`config.mk`:
```
export PLATFORM = sky130hd
export DESIGN_NAME = seg7_scan
export DESIGN_NICKNAME = d
export VERILOG_FILES = /design/src/rtl/seg7_scan.sv
export SDC_FILE = /design/constraint.sdc
export NUM_CORES = 1
export LEC_CHECK = 0
export ABC_AREA = 1
export BUFFER_PORTS_ARGS = -buffer_cell sky130_fd_sc_hd__buf_2
export CAP_MARGIN = 20
export CORE_ASPECT_RATIO = 0.9
export CORE_MARGIN = 2
export CORE_UTILIZATION = 58
export DETAILED_ROUTE_END_ITERATION = 8
export PLACE_DENSITY = 0.8
export RECOVER_POWER = 25
export SETUP_SLACK_MARGIN = 0.4
export SYNTH_ARGS = -nofsm -noshare
export SYNTH_HDL_FRONTEND = slang
export SYNTH_SLANG_ARGS = --single-unit
export TNS_END_PERCENT = 30
```
`constraint.sdc`:
```
create_clock -name clk -period 3.4 [get_ports clk]
set_clock_uncertainty 0.2 [all_clocks]
set_input_delay 0.51 -clock clk [delete_from_list [all_inputs] [get_ports clk]]
set_output_delay 0.51 -clock clk [all_outputs]
set_load 0.02 [all_outputs]
```
`src/rtl/seg7_scan.sv`:
```
// Scans a 32-bit word as 8 hex digits onto a common-anode 7-segment array.
// The word and decimal-point mask are captured once per frame so a frame never shows torn digits.
module seg7_scan #(
    parameter int CLK_DIV  = 100000,
    parameter bit BLANK_LZ = 1'b1
) (
    input  logic        clk,
    input  logic        rst,
    input  logic [31:0] data_in,
    input  logic [7:0]  dp_mask,
    output logic [7:0]  an,
    output logic [6:0]  seg,
    output logic        dp,
    output logic        frame_start
);

    localparam int             DW      = $clog2(CLK_DIV);
    localparam logic [DW-1:0]  DIV_MAX = DW'(CLK_DIV - 1);
    localparam logic [DW-1:0]  DIV_ONE = DW'(1);

    // Active-low hex font, bit order {g,f,e,d,c,b,a}
    function automatic logic [6:0] hex_to_seg(input logic [3:0] nib);
        logic [6:0] s;
        case (nib)
            4'h0:    s = 7'h40;
            4'h1:    s = 7'h79;
            4'h2:    s = 7'h24;
            4'h3:    s = 7'h30;
            4'h4:    s = 7'h19;
            4'h5:    s = 7'h12;
            4'h6:    s = 7'h02;
            4'h7:    s = 7'h78;
            4'h8:    s = 7'h00;
            4'h9:    s = 7'h10;
            4'hA:    s = 7'h08;
            4'hB:    s = 7'h03;
            4'hC:    s = 7'h46;
            4'hD:    s = 7'h21;
            4'hE:    s = 7'h06;
            4'hF:    s = 7'h0E;
            default: s = 7'h7F;
        endcase
        return s;
    endfunction

    logic [DW-1:0] div_cnt_r;
    logic [2:0]    dig_r;
    logic [31:0]   data_q_r;
    logic [7:0]    dpm_q_r;
    logic          init_r;
    logic          load_d_r;
    logic          frame_start_r;
    logic [7:0]    an_r;
    logic [6:0]    seg_r;
    logic          dp_r;

    logic          tick_s;
    logic          load_s;
    logic [31:0]   shifted_s;
    logic [3:0]    nib_s;
    logic          blank_s;

    // Divider tick and frame-load decision
    always_comb begin
        tick_s = (div_cnt_r == DIV_MAX);
        load_s = init_r | (tick_s & (dig_r == 3'd7));
    end

    // Current nibble and leading-zero test: digit k is blank when every nibble from k upward is zero
    always_comb begin
        shifted_s = data_q_r >> {dig_r, 2'b00};
        nib_s     = shifted_s[3:0];
        if (BLANK_LZ && (dig_r != 3'd0) && (shifted_s == 32'd0)) begin
            blank_s = 1'b1;
        end else begin
            blank_s = 1'b0;
        end
    end

    // Scan state, frame capture and registered display outputs
    always_ff @(posedge clk or posedge rst) begin
        if (rst) begin
            div_cnt_r     <= '0;
            dig_r         <= 3'd0;
            data_q_r      <= 32'd0;
            dpm_q_r       <= 8'd0;
            init_r        <= 1'b1;
            load_d_r      <= 1'b0;
            frame_start_r <= 1'b0;
            an_r          <= 8'hFF;
            seg_r         <= 7'h7F;
            dp_r          <= 1'b1;
        end else begin
            div_cnt_r <= tick_s ? '0 : div_cnt_r + DIV_ONE;
            if (tick_s) begin
                dig_r <= dig_r + 3'd1;
            end
            if (load_s) begin
                data_q_r <= data_in;
                dpm_q_r  <= dp_mask;
            end
            init_r <= 1'b0;
            // Two stages so the pulse lines up with digit 0 of the new sample reaching the pins
            load_d_r      <= load_s;
            frame_start_r <= load_d_r;
            if (blank_s) begin
                an_r  <= 8'hFF;
                seg_r <= 7'h7F;
                dp_r  <= 1'b1;
            end else begin
                an_r  <= ~(8'h01 << dig_r);
                seg_r <= hex_to_seg(nib_s);
                dp_r  <= ~dpm_q_r[dig_r];
            end
        end
    end

    assign an          = an_r;
    assign seg         = seg_r;
    assign dp          = dp_r;
    assign frame_start = frame_start_r;

endmodule

```
# Word-level counts from Yosys, hierarchy flattened
# Memories as Yosys holds them, arrays and structs flattened.
# Cells that the tools add are included.
# word_totals
ff_bits	79
romBits	112
input_bits	42
wordCells	32
mem_count	1
# memory_table
memory	depth	word_bits	rd	rd_clocked_by_memory_dff	wr	line	source
(no name shown)	16	7	1	0	0	24	case (nib)
# op_classes
add_sub_neg	2
magnitude_cmp	1
eq_ne	2
shift	2
n_mux	7
n_bitwise	4
n_reduce_logical	3
# ops
cell	count
32-bit logical NOT	1
32-bit by 5-bit >> shifter with 32-bit output	1
17-bit by 1-bit adder with 17-bit output, second input constant	1
17-bit equality test, second input constant	1
17-bit 2-to-1 mux	1
8-bit 2-to-1 mux	1
8-bit inverter	1
1-bit by 3-bit left shift with 8-bit output, first input constant	1
7-bit 2-to-1 mux	1
3-bit by 4-bit < comparator with 1-bit output, second input constant	1
3-bit by 1-bit adder with 3-bit output, second input constant	1
1-bit binary-select mux with 3-bit select	1
3-bit equality test, second input constant	1
1-bit 2-to-1 mux	3
3-bit nonzero test	1
1-bit AND	1
1-bit logical AND	1
1-bit inverter	1
1-bit bitwise OR	1

# Logic depth before layout (Yosys ltp)
# Gate-level depths: netlist (run 1).
# logic_depth
depth_word	5
ltp_mapped	17
mapped_depth_nobuf	14

# Worst setup path after synthesis (run 1)
# OpenSTA, ideal clock, no wires.
# synth_path
kind	reg2reg
start	reg dig_r[1]
end	reg dp_r, in the netlist dp
setup_ps	60
arrival_ps	2282
required_ps	3140
setup_slack_ps	858
stages_incl_launch_ff	18
path_buffers	4
cell_sequence	dfrtp_1 -> buf_4 -> inv_1 -> buf_4 -> buf_2 -> or2_1 -> nand2_1 -> nand2_1 -> nand2_1 -> ha_1 -> nand2_1 -> o21bai_1 -> nor2_2 -> nand2_2 -> nor2_4 -> nand3_2 -> buf_6 -> nand2_2
# synth_via
elab_chain_cells	5
# synth_lines
item	line	source
start, declared	47	logic [2:0] dig_r;
start signal, assigned	96	dig_r <= dig_r + 3'd1;
32-bit by 5-bit >> shifter with 32-bit output	71	shifted_s = data_q_r >> {dig_r, 2'b00};
32-bit logical NOT	73	if (BLANK_LZ && (dig_r != 3'd0) && (shifted_s == 32'd0)) begin
1-bit logical AND	73	
1-bit 2-to-1 mux	73	
1-bit 2-to-1 mux *	106	if (blank_s) begin
end signal, assigned	113	dp_r <= ~dpm_q_r[dig_r];
end, declared	55	logic dp_r;
# Every way passes the cells marked *; elsewhere a longest branch is shown, timed or not. The select of a mux whose other input is x is not followed.
# A chain may end at the register's enable or synchronous reset.

# Worst setup path after layout (run 1)
# layout_path
start	reg dig_r[1]
end	reg seg_r[6], in the netlist seg[6]
# layout_via
elab_chain_cells	5
# layout_lines
item	line	source
32-bit by 5-bit >> shifter with 32-bit output	71	
32-bit logical NOT	73	
1-bit logical AND	73	
1-bit 2-to-1 mux	73	
7-bit 2-to-1 mux *	106	
end signal, assigned	112	seg_r <= hex_to_seg(nib_s);
end, declared	54	logic [6:0] seg_r;
# Every way passes the cells marked *; elsewhere a longest branch is shown, timed or not.

==> results of run 1 <==
[metrics by stage]
step	cell area, µm²	hold WS (ns)
final	4800	0.147
after global routing	4800	0.142
after CTS	4790	0.0999
after detailed placement	4620	0.140
after global placement	4620	0.136
after floorplan	4300	0.131
[worst paths after layout]
path                       slack [ns]            startpoint                        to
max reg2reg                      0.66  dig_r[1]$_DFFE_PP0N_          seg[6]$_DFF_PP1_
max                              0.66  dig_r[1]$_DFFE_PP0N_          seg[6]$_DFF_PP1_
min in group asynchronous        0.32                   rst    dpm_q_r[4]$_DFFE_PP0P_
min                              0.15           data_in[30]  data_q_r[30]$_DFFE_PP0P_
max in group asynchronous        0.91                   rst      dig_r[0]$_DFFE_PP0N_
min reg2reg                      0.16    load_d_r$_DFF_PP0_     frame_start$_DFF_PP0_
[state kept, by name, summed over array words and instances (netlist names)]
name and count:
init_r 1, an 8, dp 1, frame_start 1, dpm_q_r 8, dig_r 3, seg 7, data_q_r 32
load_d_r 1, div_cnt_r 17
[where the power goes]
part	leakage (nW)	switching, W	internal (W)
registers	0.951	0.0000299	0.00101
logic	1.42	0.000176	0.0000979
clock network	0.0796	0.000333	0.000285
[worst reg2reg max path: stages, from the launching register on]
cell	delay, ns
dfrtp_1	0.40
clkinvlp_4	0.34
or2_1	0.36
nand2_1	0.07
nand2_1	0.05
nand2_1	0.17
ha_1	0.20
nand2_1	0.06
o21bai_1	0.16
nor2_2	0.13
nand2_2	0.07
nor2_4	0.13
nand3_4	0.20
nand2_1	0.11
[layer usage]
metal  wire [µm]  track usage, %
met2        4180            39.6
met5           0               0
met1        4260            32.8
met4         143            7.77
met3         521            5.71
[area by class of cell]
class | count | area, µm²
Tap cell | 93 | 116
Fill cell | 629 | 2310
Inverter | 59 | 225
Sequential cell | 79 | 2000
Timing Repair Buffer | 65 | 353
Clock buffer | 13 | 149
Clock inverter | 3 | 20.0
Multi-Input combinational cell | 392 | 1940
[repair_timing]
| item | CTS | global route |
|---|---|---|
| pin swaps | 0 | 0 |
| setup buffers | 0 | 2 |
| resized for setup | 1 | 2 |
| hold buffers | 0 | 0 |
| endpoints found under the setup margin | 12 | 12 |
[placed cells by master, fill, tap and decap left out, types with 2 or more instances in the layout]
master	count
nand3_1	53
nor2_1	34
dfstp_2	17
nand2_2	15
o21ai_1	11
nand3_2	2
nand4_1	3
nand2_1	176
xor2_1	6
o21ai_0	40
xnor2_1	2
clkbuf_1	3
clkbuf_8	10
o21ai_2	4
ha_1	13
o211ai_1	4
clkinvlp_4	3
inv_2	2
dfrtp_1	61
nor3_1	3
buf_4	5
a21oi_1	11
or2_1	3
inv_1	55
buf_2	58
[cell families after synthesis]
kind of cell,Yosys count,synth area share [%]
AOI/OAI and AO/OA,74,9.64
xor gates and xnor gates,8,1.63
adders and majority gates,13,3.78
buffers and inverters,81,8.65
DFF,79,46.5
other,1,0.0873
and+or+nand+nor,296,29.7
==> run summary, run 1 <==
outcome -> completed
Worst Path Required -> 3.49 ns
pre-CTS WS -> 0.261 ns
Worst setup EP type -> flop
Critical Path Max Stage Delay -> 0.40 ns
GPL Wtd Cong -> 0.886
Final min period -> 2.74 ns
Cells after Synth -> 552
#FFs+latches synth -> 79
Async S/R FF share, synth -> 100%
EDFF count, synth -> 0
Die Width -> 94.7 µm
site row count -> 29
largest cells by area after synthesis -> dfrtp_1 (36%), nand2_1 (15%), dfstp_2 (10%)
worst path buffer plus inverter count -> 1
final core utilization -> 67.5%
Vias/cell -> 5.25
Syn-to-layout area delta -> 11.7%
top cells by count, synth -> nand2_1 (177), dfrtp_1 (62), inv_1 (56)
Rel. slew slack -> 11.0%
antenna-violating nets left -> 0
TritonCTS clock tree -> yes
Synth area leader -> dfrtp_1
Fin. Hold Viols -> 0
non-filler cells, final -> 704
Initial DRT Pass Iterations -> 4
WHS Path Cells -> 3
share of cells above drive strength 1 -> 20.6%
core area -> 0.00711 mm²
# clock sinks -> 79
Die Area -> 0.00812 mm²
kind of critical path -> reg -> reg
syn_nets -> 607
I/O pins -> 59
post-synth top area share -> 36.1%
cell with the most instances after synthesis -> nand2_1
fmax -> 0.365 GHz
root buffer cell -> clkbuf_8
vias in the first global route -> 3536
IO Port Bufs -> 58
Crit-path slowest cell -> dfrtp_1
synth unique cells -> 38
GRT Util Overall -> 24.5%
wire per inst -> 12.9 µm
Worst setup SP type -> flop
first-pass GRT wire length -> 15600 µm
initial antenna violation count -> 0
synthesized area per cell -> 7.79 µm²
Pwr Total -> 0.00193 W
Critical Path AT -> 2.83 ns
# nets final -> 661
Ys Warns -> 0
Power Dens Cells -> 402 mW/mm²
aggregate routed wire length -> 9110 µm
Peak VDD IR -> 311 µV
most frequent CP cell -> nand2_1
largest net degree at the start of global routing -> 46
setup ws final -> 0.658 ns
fin crit share -> 80.6%
Pleak -> 2.45 nW
unrepaired setup endpoints after global routing -> no
Worst-Margin Slew -> 1.33 ns
Hold Path Class -> in -> reg
routed via count -> 3698
setup violators final -> 0
Critical Path Stages -> 13
register area share after synthesis -> 46.5%
CTS buffer count -> 9
# diodes -> 0
family with the most delay on the worst path -> simple AND/OR/NAND/NOR gates
Netlist Area Pre-Place -> 0.00430 mm²
final setup TNS -> 0 ns
clock tree buffer depth -> 2
max cap viols -> 0
CTS H-tree lvls -> 3
starting density of the core -> 60.4%
Primary FF master, synth -> dfrtp_1
Worst-Skew Late Latency -> 0.36 ns
residual DRC count -> 0
First DRT Iteration DRCs -> 231
fin. max-slew vios -> 0
Clock transition at path regs -> 0.08 ns
worst path cell trace -> clkinvlp_4 -> or2_1 -> nand2_1 -> nand2_1 -> nand2_1 -> ha_1 -> nand2_1 -> o21bai_1 -> nor2_2 -> nand2_2 -> nor2_4 -> nand3_4 -> nand2_1
dpl cells -> 686
post-DP HPWL -> 6560 µm
Chip Height -> 85.7 µm
Max FO, Critical Path -> 21
FF-to-FF path depth -> 13
total congestion overflow -> 0
Note: power is estimated with default switching activity, not from simulation.
==> run 2: changes to the inputs <==
- ABC_AREA: 1 -> 0
- CORE_UTILIZATION: 58 -> 57
- clock period: 3.4 -> 2.9 ns (I/O delays scaled with it)
==> run summary, run 2 <==
Rel. slew slack -> 2.97% (-8.1 points)
FF-to-FF path depth -> 11 (-2)
Critical R2R Launch -> dig_r[1]$_DFFE_PP0N_
register area share after synthesis -> 50.1% (+3.6 points)
most flop-heavy register -> data_q_r
GPL Wtd Cong -> 0.959 (+8.2%)
Die Width -> 92.2 µm (-2.7%)
setup ws final -> 0.482 ns (-0.176 ns)
initial antenna violation count -> 0 (unchanged)
largest net degree at the start of global routing -> 49 (+6.5%)
Max FO, Critical Path -> 13 (-38%)
Hold EP -> dpm_q_r[7]$_DFFE_PP0P_
HP Start -> dp_mask[7]
Pleak -> 2.12 nW (-13%)
syn_nets -> 363 (-40%)
Critical Path AT -> 2.47 ns (-0.36 ns)
cell with the most instances after synthesis -> dfrtp_1
antenna-violating nets left -> 0 (unchanged)
IO Port Bufs -> 58 (unchanged)
Die Area -> 0.00769 mm² (-5.3%)
Final min period -> 2.42 ns (-0.324 ns)
#FFs+latches synth -> 79 (unchanged)
first-pass GRT wire length -> 13600 µm (-13%)
wire per inst -> 16.8 µm (+30%)
total congestion overflow -> 0 (unchanged)
Netlist Area Pre-Place -> 0.00399 mm² (-7.2%)
core area -> 0.00669 mm² (-5.9%)
Worst Path Required -> 2.96 ns (-0.53 ns)
commonest non-fill, non-tap cell in the layout -> dfrtp_1
I/O pins -> 59 (unchanged)
Primary FF master, synth -> dfrtp_1
largest cells by area after synthesis -> dfrtp_1 (39%), mux2_4 (15%), dfstp_2 (11%)
top cells by count, synth -> dfrtp_1 (62), mux2_4 (39), nand2_1 (32)
pre-CTS WS -> 0.120 ns (-0.141 ns)
Fin. Hold Viols -> 0 (unchanged)
Reg2Reg Capture Point -> seg[1]$_DFF_PP1_
routed via count -> 2659 (-28%)
# clock sinks -> 79 (unchanged)
share of cells above drive strength 1 -> 42.7% (+22 points)
Worst setup SP type -> flop
GRT Util Overall -> 22.8% (-1.7 points)
outcome -> completed
vias in the first global route -> 2711 (-23%)
Peak VDD IR -> 308 µV (-0.95%)
commonest cells after routing, fill and taps aside -> dfrtp_1 (60), buf_2 (50), mux2_4 (39)
clock tree buffer depth -> 2 (unchanged)
fin. max-slew vios -> 0 (unchanged)
CTS buffer count -> 9 (unchanged)
setup violators final -> 0 (unchanged)
Min Hold Slack -> 0.0921 ns (-0.0544 ns)
number of flip-flops under the largest register name -> 32 (unchanged)
residual DRC count -> 0 (unchanged)
Syn-to-layout area delta -> 17.7%
root buffer cell -> clkbuf_8
# diodes -> 0 (unchanged)
Worst-Margin Slew -> 1.45 ns (+0.115 ns)
WHS Path Cells -> 2 (-1)
fmax -> 0.414 GHz (+13%)
synthesized area per cell -> 13.0 µm² (+66%)
Power Dens Cells -> 528 mW/mm² (+31%)
unrepaired setup endpoints after global routing -> no
starting density of the core -> 59.6% (-0.80 points)
site row count -> 28 (-3.4%)
Worst-Skew Late Latency -> 0.36 ns (about the same)
final setup TNS -> 0 ns (unchanged)
Initial DRT Pass Iterations -> 4 (unchanged)
max cap viols -> 0 (unchanged)
Worst setup EP type -> flop
First DRT Iteration DRCs -> 110 (-52%)
Chip Height -> 83.4 µm (-2.7%)
EDFF count, synth -> 0 (unchanged)
Clock transition at path regs -> 0.08 ns (about the same)
Vias/cell -> 5.63 (+7.2%)
TritonCTS clock tree -> yes
post-synth top area share -> 38.9% (+2.8 points)
Ys Warns -> 0 (unchanged)
Largest regs -> data_q_r (32), div_cnt_r (17)
post-DP HPWL -> 5690 µm (-13%)
Synth area leader -> dfrtp_1
kind of critical path -> reg -> reg
synth unique cells -> 45 (+18%)
aggregate routed wire length -> 7930 µm (-13%)
# nets final -> 432 (-35%)
Cells after Synth -> 308 (-44%)
Hold Path Class -> in -> reg
fin crit share -> 83.4% (+2.7 points)
Async S/R FF share, synth -> 100% (unchanged)
flop2flop setup slack -> 0.48 ns (-0.18 ns)
CTS H-tree lvls -> 3 (unchanged)
-- run 2: cell count changes after synthesis, moves of 6 or more --
| cell | change |
|---|---|
| nand3_1 | -41 |
| mux4_2 | +9 |
| nand2_1 | -145 |
| o21ai_0 | -31 |
| mux2_4 | +39 |
| nand2_2 | -14 |
| mux2i_1 | +6 |
| a21oi_1 | -6 |
| xnor2_1 | +6 |
| o21ai_1 | -11 |
| nor2_1 | -16 |
| inv_1 | -47 |
-- run 2: what timing repair did --
item	4_1_cts	5_1_grt
gates resized for setup	9	14
pin swaps	1	2
hold buffers	1	0
setup endpoints to repair	12	12
buffers inserted	2	1
endpoints found under the hold margin	28	0
gates cloned	1	0
-- run 2: area by class of cell --
type                    instances  area, µm²
clock inverters                 5       82.6
fillers                       492       2000
clock buffers                  11        131
flip-flops and latches         79       2000
inverters                       9       37.5
well taps                      90        113
repair buffers                 70        402
multi-input cells             208       1930
-- run 2: logic make-up after synthesis --
logic type | count (synthesis) | synth area share, %
AOI/OAI and AO/OA | 32 | 5.49
xor gates and xnor gates | 14 | 3.07
adders and majority gates | 13 | 4.08
buffers and inverters | 22 | 3.32
DFF | 79 | 50.1
muxes | 58 | 22.8
other | 1 | 0.0940
and+or+nand+nor | 89 | 11.0
-- run 2: routing by layer --
| metal | vias up | global-route usage (%) | part of all wire, % |
|---|---|---|---|
| met2 | 70 | 34.2 | 47 |
| met1 | 1337 | 31.9 | 46 |
| li1 | 1242 | - | - |
| met4 | 0 | 5.97 | 1.5 |
| met5 | - | 0 | 0 |
| met3 | 10 | 8.17 | 5.4 |
-- run 2: where the power goes --
part / total (W) / internal [W] / leakage (nW) / switching (W)
clock: 0.000893 / 0.000485 / 0.0958 / 0.000408
combinational: 0.000336 / 0.000177 / 1.10 / 0.000159
sequential: 0.00125 / 0.00119 / 0.929 / 0.0000587
total: 0.00248 / 0.00185 / 2.12 / 0.000626
-- run 2: stage by stage --
| stage | instances | power [W] | cell area, µm² | utilization, % |
|---|---|---|---|---|
| finish | 472 | 0.00248 | 4700 | 70.2 |
| global route | 472 | 0.00258 | 4700 | 70.2 |
| CTS | 471 | 0.00249 | 4660 | 69.7 |
| detailed placement | 451 | 0.00160 | 4390 | 65.7 |
| global placement | 451 | 0.00158 | 4390 | 65.7 |
| floorplan | 308 | 0.00149 | 4000 | - |
-- run 2: how the worst max path moves through the flow --
| stage | start | endpoint | slack (ns) | cells past startpoint |
|---|---|---|---|---|
| after floorplan | dig_r[1]$_DFFE_PP0N_ | seg[2]$_DFF_PP1_ | 0.40 | 12 |
| after global routing | dig_r[1]$_DFFE_PP0N_ | seg[0]$_DFF_PP1_ | 0.35 | 11 |
| after detailed placement | dig_r[1]$_DFFE_PP0N_ | seg[0]$_DFF_PP1_ | 0.12 | 10 |
| after CTS | dig_r[0]$_DFFE_PP0N_ | seg[0]$_DFF_PP1_ | 0.42 | 9 |
| final | dig_r[1]$_DFFE_PP0N_ | seg[1]$_DFF_PP1_ | 0.48 | 11 |
| after global placement | dig_r[1]$_DFFE_PP0N_ | seg[1]$_DFF_PP1_ | 0.33 | 10 |
-- run 2: worst max-delay path, cell delays in order (launching register included) --
cell	delay, ns
dfrtp_1	0.44
buf_4	0.24
mux4_2	0.35
nand2_2	0.11
nand2_4	0.07
inv_4	0.08
ha_2	0.19
o21ai_1	0.10
nor3b_2	0.17
buf_4	0.16
o21ai_4	0.09
o311ai_0	0.10
==> run 3: changes to the inputs <==
- clock period: 2.9 -> 2.5 ns (I/O delays scaled with it)
==> run summary, run 3 (synthesized netlist as in run 2, its figures left out) <==
outcome -> completed
fin area -> 0.00490 mm² (+4.4%)
Die Width -> 92.2 µm (unchanged)
aggregate routed wire length -> 8590 µm (+8.3%)
GRT Util Overall -> 23.6% (+0.77 points)
Final min period -> 2.43 ns (+0.0121 ns)
IO Port Bufs -> 58 (unchanged)
Initial DRT Pass Iterations -> 4 (unchanged)
Syn-to-layout area delta -> 22.9%
pre-CTS WS -> -0.0695 ns (-0.189 ns)
most frequent CP cell -> o21ai_4
worst path cell trace -> buf_6 -> mux4_2 -> nand2_2 -> nand2_4 -> inv_4 -> ha_4 -> o21ai_4 -> nor3b_4 -> o21ai_4 -> o211ai_1
share of cells above drive strength 1 -> 48.5% (+5.8 points)
post-DP HPWL -> 5790 µm (+1.7%)
# diodes -> 0 (unchanged)
HP Start -> data_in[4]
fmax -> 0.412 GHz (-0.50%)
unrepaired setup endpoints after global routing -> yes
Min Hold Slack -> 0.0468 ns (-0.0453 ns)
CTS buffer count -> 9 (unchanged)
I/O pins -> 59 (unchanged)
Max FO, Critical Path -> 7 (-6)
Fin. Hold Viols -> 0 (unchanged)
largest net degree at the start of global routing -> 52 (+6.1%)
kind of critical path -> reg -> reg
Worst Path Required -> 2.56 ns (-0.40 ns)
fin. max-slew vios -> 0 (unchanged)
Critical R2R Launch -> dig_r[0]$_DFFE_PP0N_
first-pass GRT wire length -> 14200 µm (+4.9%)
initial antenna violation count -> 0 (unchanged)
Reg2Reg Capture Point -> seg[3]$_DFF_PP1_
worst path buffer plus inverter count -> 2 (-1)
core area -> 0.00669 mm² (unchanged)
most flop-heavy register -> data_q_r
setup violators final -> 0 (unchanged)
Hold Path Class -> in -> reg
Hold EP -> data_q_r[4]$_DFFE_PP0P_
Critical Path AT -> 2.49 ns (+0.02 ns)
vias in the first global route -> 2914 (+7.5%)
max cap viols -> 0 (unchanged)
CTS H-tree lvls -> 3 (unchanged)
# nets final -> 452 (+4.6%)
Pleak -> 2.25 nW (+6.2%)
Placed Area -> 0.00451 mm² (+2.8%)
flop2flop setup slack -> 0.07 ns (-0.41 ns)
commonest cells after routing, fill and taps aside -> dfrtp_1 (61), buf_2 (57), mux2_4 (39)
Critical Path Max Stage Delay -> 0.49 ns (+0.05 ns)
commonest non-fill, non-tap cell in the layout -> dfrtp_1
Largest regs -> data_q_r (32), div_cnt_r (17)
First DRT Iteration DRCs -> 195 (+77%)
FF-to-FF path depth -> 10 (-1)
wire per inst -> 17.5 µm (+3.9%)
setup ws final -> 0.0699 ns (-0.412 ns)
Worst-Skew Late Latency -> 0.35 ns (about the same)
Chip Height -> 83.4 µm (unchanged)
routed via count -> 2837 (+6.7%)
antenna-violating nets left -> 0 (unchanged)
Worst setup SP type -> flop
site row count -> 28 (unchanged)
clock tree buffer depth -> 2 (unchanged)
Peak VDD IR -> 650 µV (+110%)
Die Area -> 0.00769 mm² (unchanged)
Worst setup EP type -> flop
residual DRC count -> 0 (unchanged)
total congestion overflow -> 0 (unchanged)
family with the most delay on the worst path -> simple AND/OR/NAND/NOR gates
final core utilization -> 73.3% (+3.1 points)
Vias/cell -> 5.77 (+2.4%)
TritonCTS clock tree -> yes
Worst-Margin Slew -> 1.19 ns (-0.262 ns)
number of flip-flops under the largest register name -> 32 (unchanged)
Crit-path slowest cell -> mux4_2
root buffer cell -> clkbuf_8
Clock transition at path regs -> 0.08 ns (about the same)
Power Dens Cells -> 577 mW/mm² (+9.2%)
Fillers -> 421 (-14%)
Rel. slew slack -> 21.0% (+18 points)
starting density of the core -> 59.6% (unchanged)
fin crit share -> 97.2% (+14 points)
# clock sinks -> 79 (unchanged)
WHS Path Cells -> 2 (unchanged)
GPL Wtd Cong -> 0.916 (-4.4%)
run 3: report_power, final:
part | switching, W | leakage (nW) | internal, W
sequential | 0.0000734 | 0.931 | 0.00138
clock | 0.000453 | 0.0916 | 0.000487
combinational | 0.000202 | 1.23 | 0.000231
run 3: cell type report:
class,count,area (µm²),area share [%]
clock buffer,11,141,2.88
tap,90,113,2.30
timing repair buffer,90,567,11.6
sequential,79,2000,40.8
inverter,9,40.0,0.817
clock inverter,5,57.6,1.17
multi-input combinational,208,1980,40.5
run 3: how the worst max path moves through the flow:
stage	start	endpoint	cells after the start
4_1_cts	dig_r[0]$_DFFE_PP0N_	seg[3]$_DFF_PP1_	10
6_report	dig_r[0]$_DFFE_PP0N_	seg[3]$_DFF_PP1_	10
3_3_place_gp	dig_r[0]$_DFFE_PP0N_	seg[1]$_DFF_PP1_	6
5_1_grt	dig_r[0]$_DFFE_PP0N_	seg[3]$_DFF_PP1_	10
2_1_floorplan	dig_r[1]$_DFFE_PP0N_	seg[2]$_DFF_PP1_	12
3_5_place_dp	dig_r[0]$_DFFE_PP0N_	seg[0]$_DFF_PP1_	6
run 3: what timing repair did:
item	in CTS	in global routing
buffers inserted	7	2
endpoints found under the hold margin	64	0
pin swaps	13	12
hold buffers	1	0
endpoints found under the setup margin	58	62
resized for setup	17	8
gates cloned	1	1
run 3: routing by layer:
metal  share of wire, %  up-vias  global-route usage [%]
met3                6.1       27                    5.44
met5                  0        -                       0
met2                 50      116                    36.8
met1                 41     1407                    30.9
li1                   -     1287                       -
met4                3.5        0                    12.2
run 3: worst register-to-register path, stage by stage (launching register included):
cell	delay, ns
dfrtp_2	0.46
buf_6	0.13
mux4_2	0.49
nand2_2	0.10
nand2_4	0.07
inv_4	0.08
ha_4	0.15
o21ai_4	0.07
nor3b_4	0.33
o21ai_4	0.15
o211ai_1	0.12
run 3: through the flow:
step | instances | TNS [ns] | total power [W]
finish | 492 | 0 | 0.00283
global route | 492 | -0.185 | 0.00295
CTS | 489 | 0 | 0.00281
detailed placement | 464 | -0.349 | 0.00187
global placement | 464 | 0 | 0.00185
floorplan | 308 | 0 | 0.00173
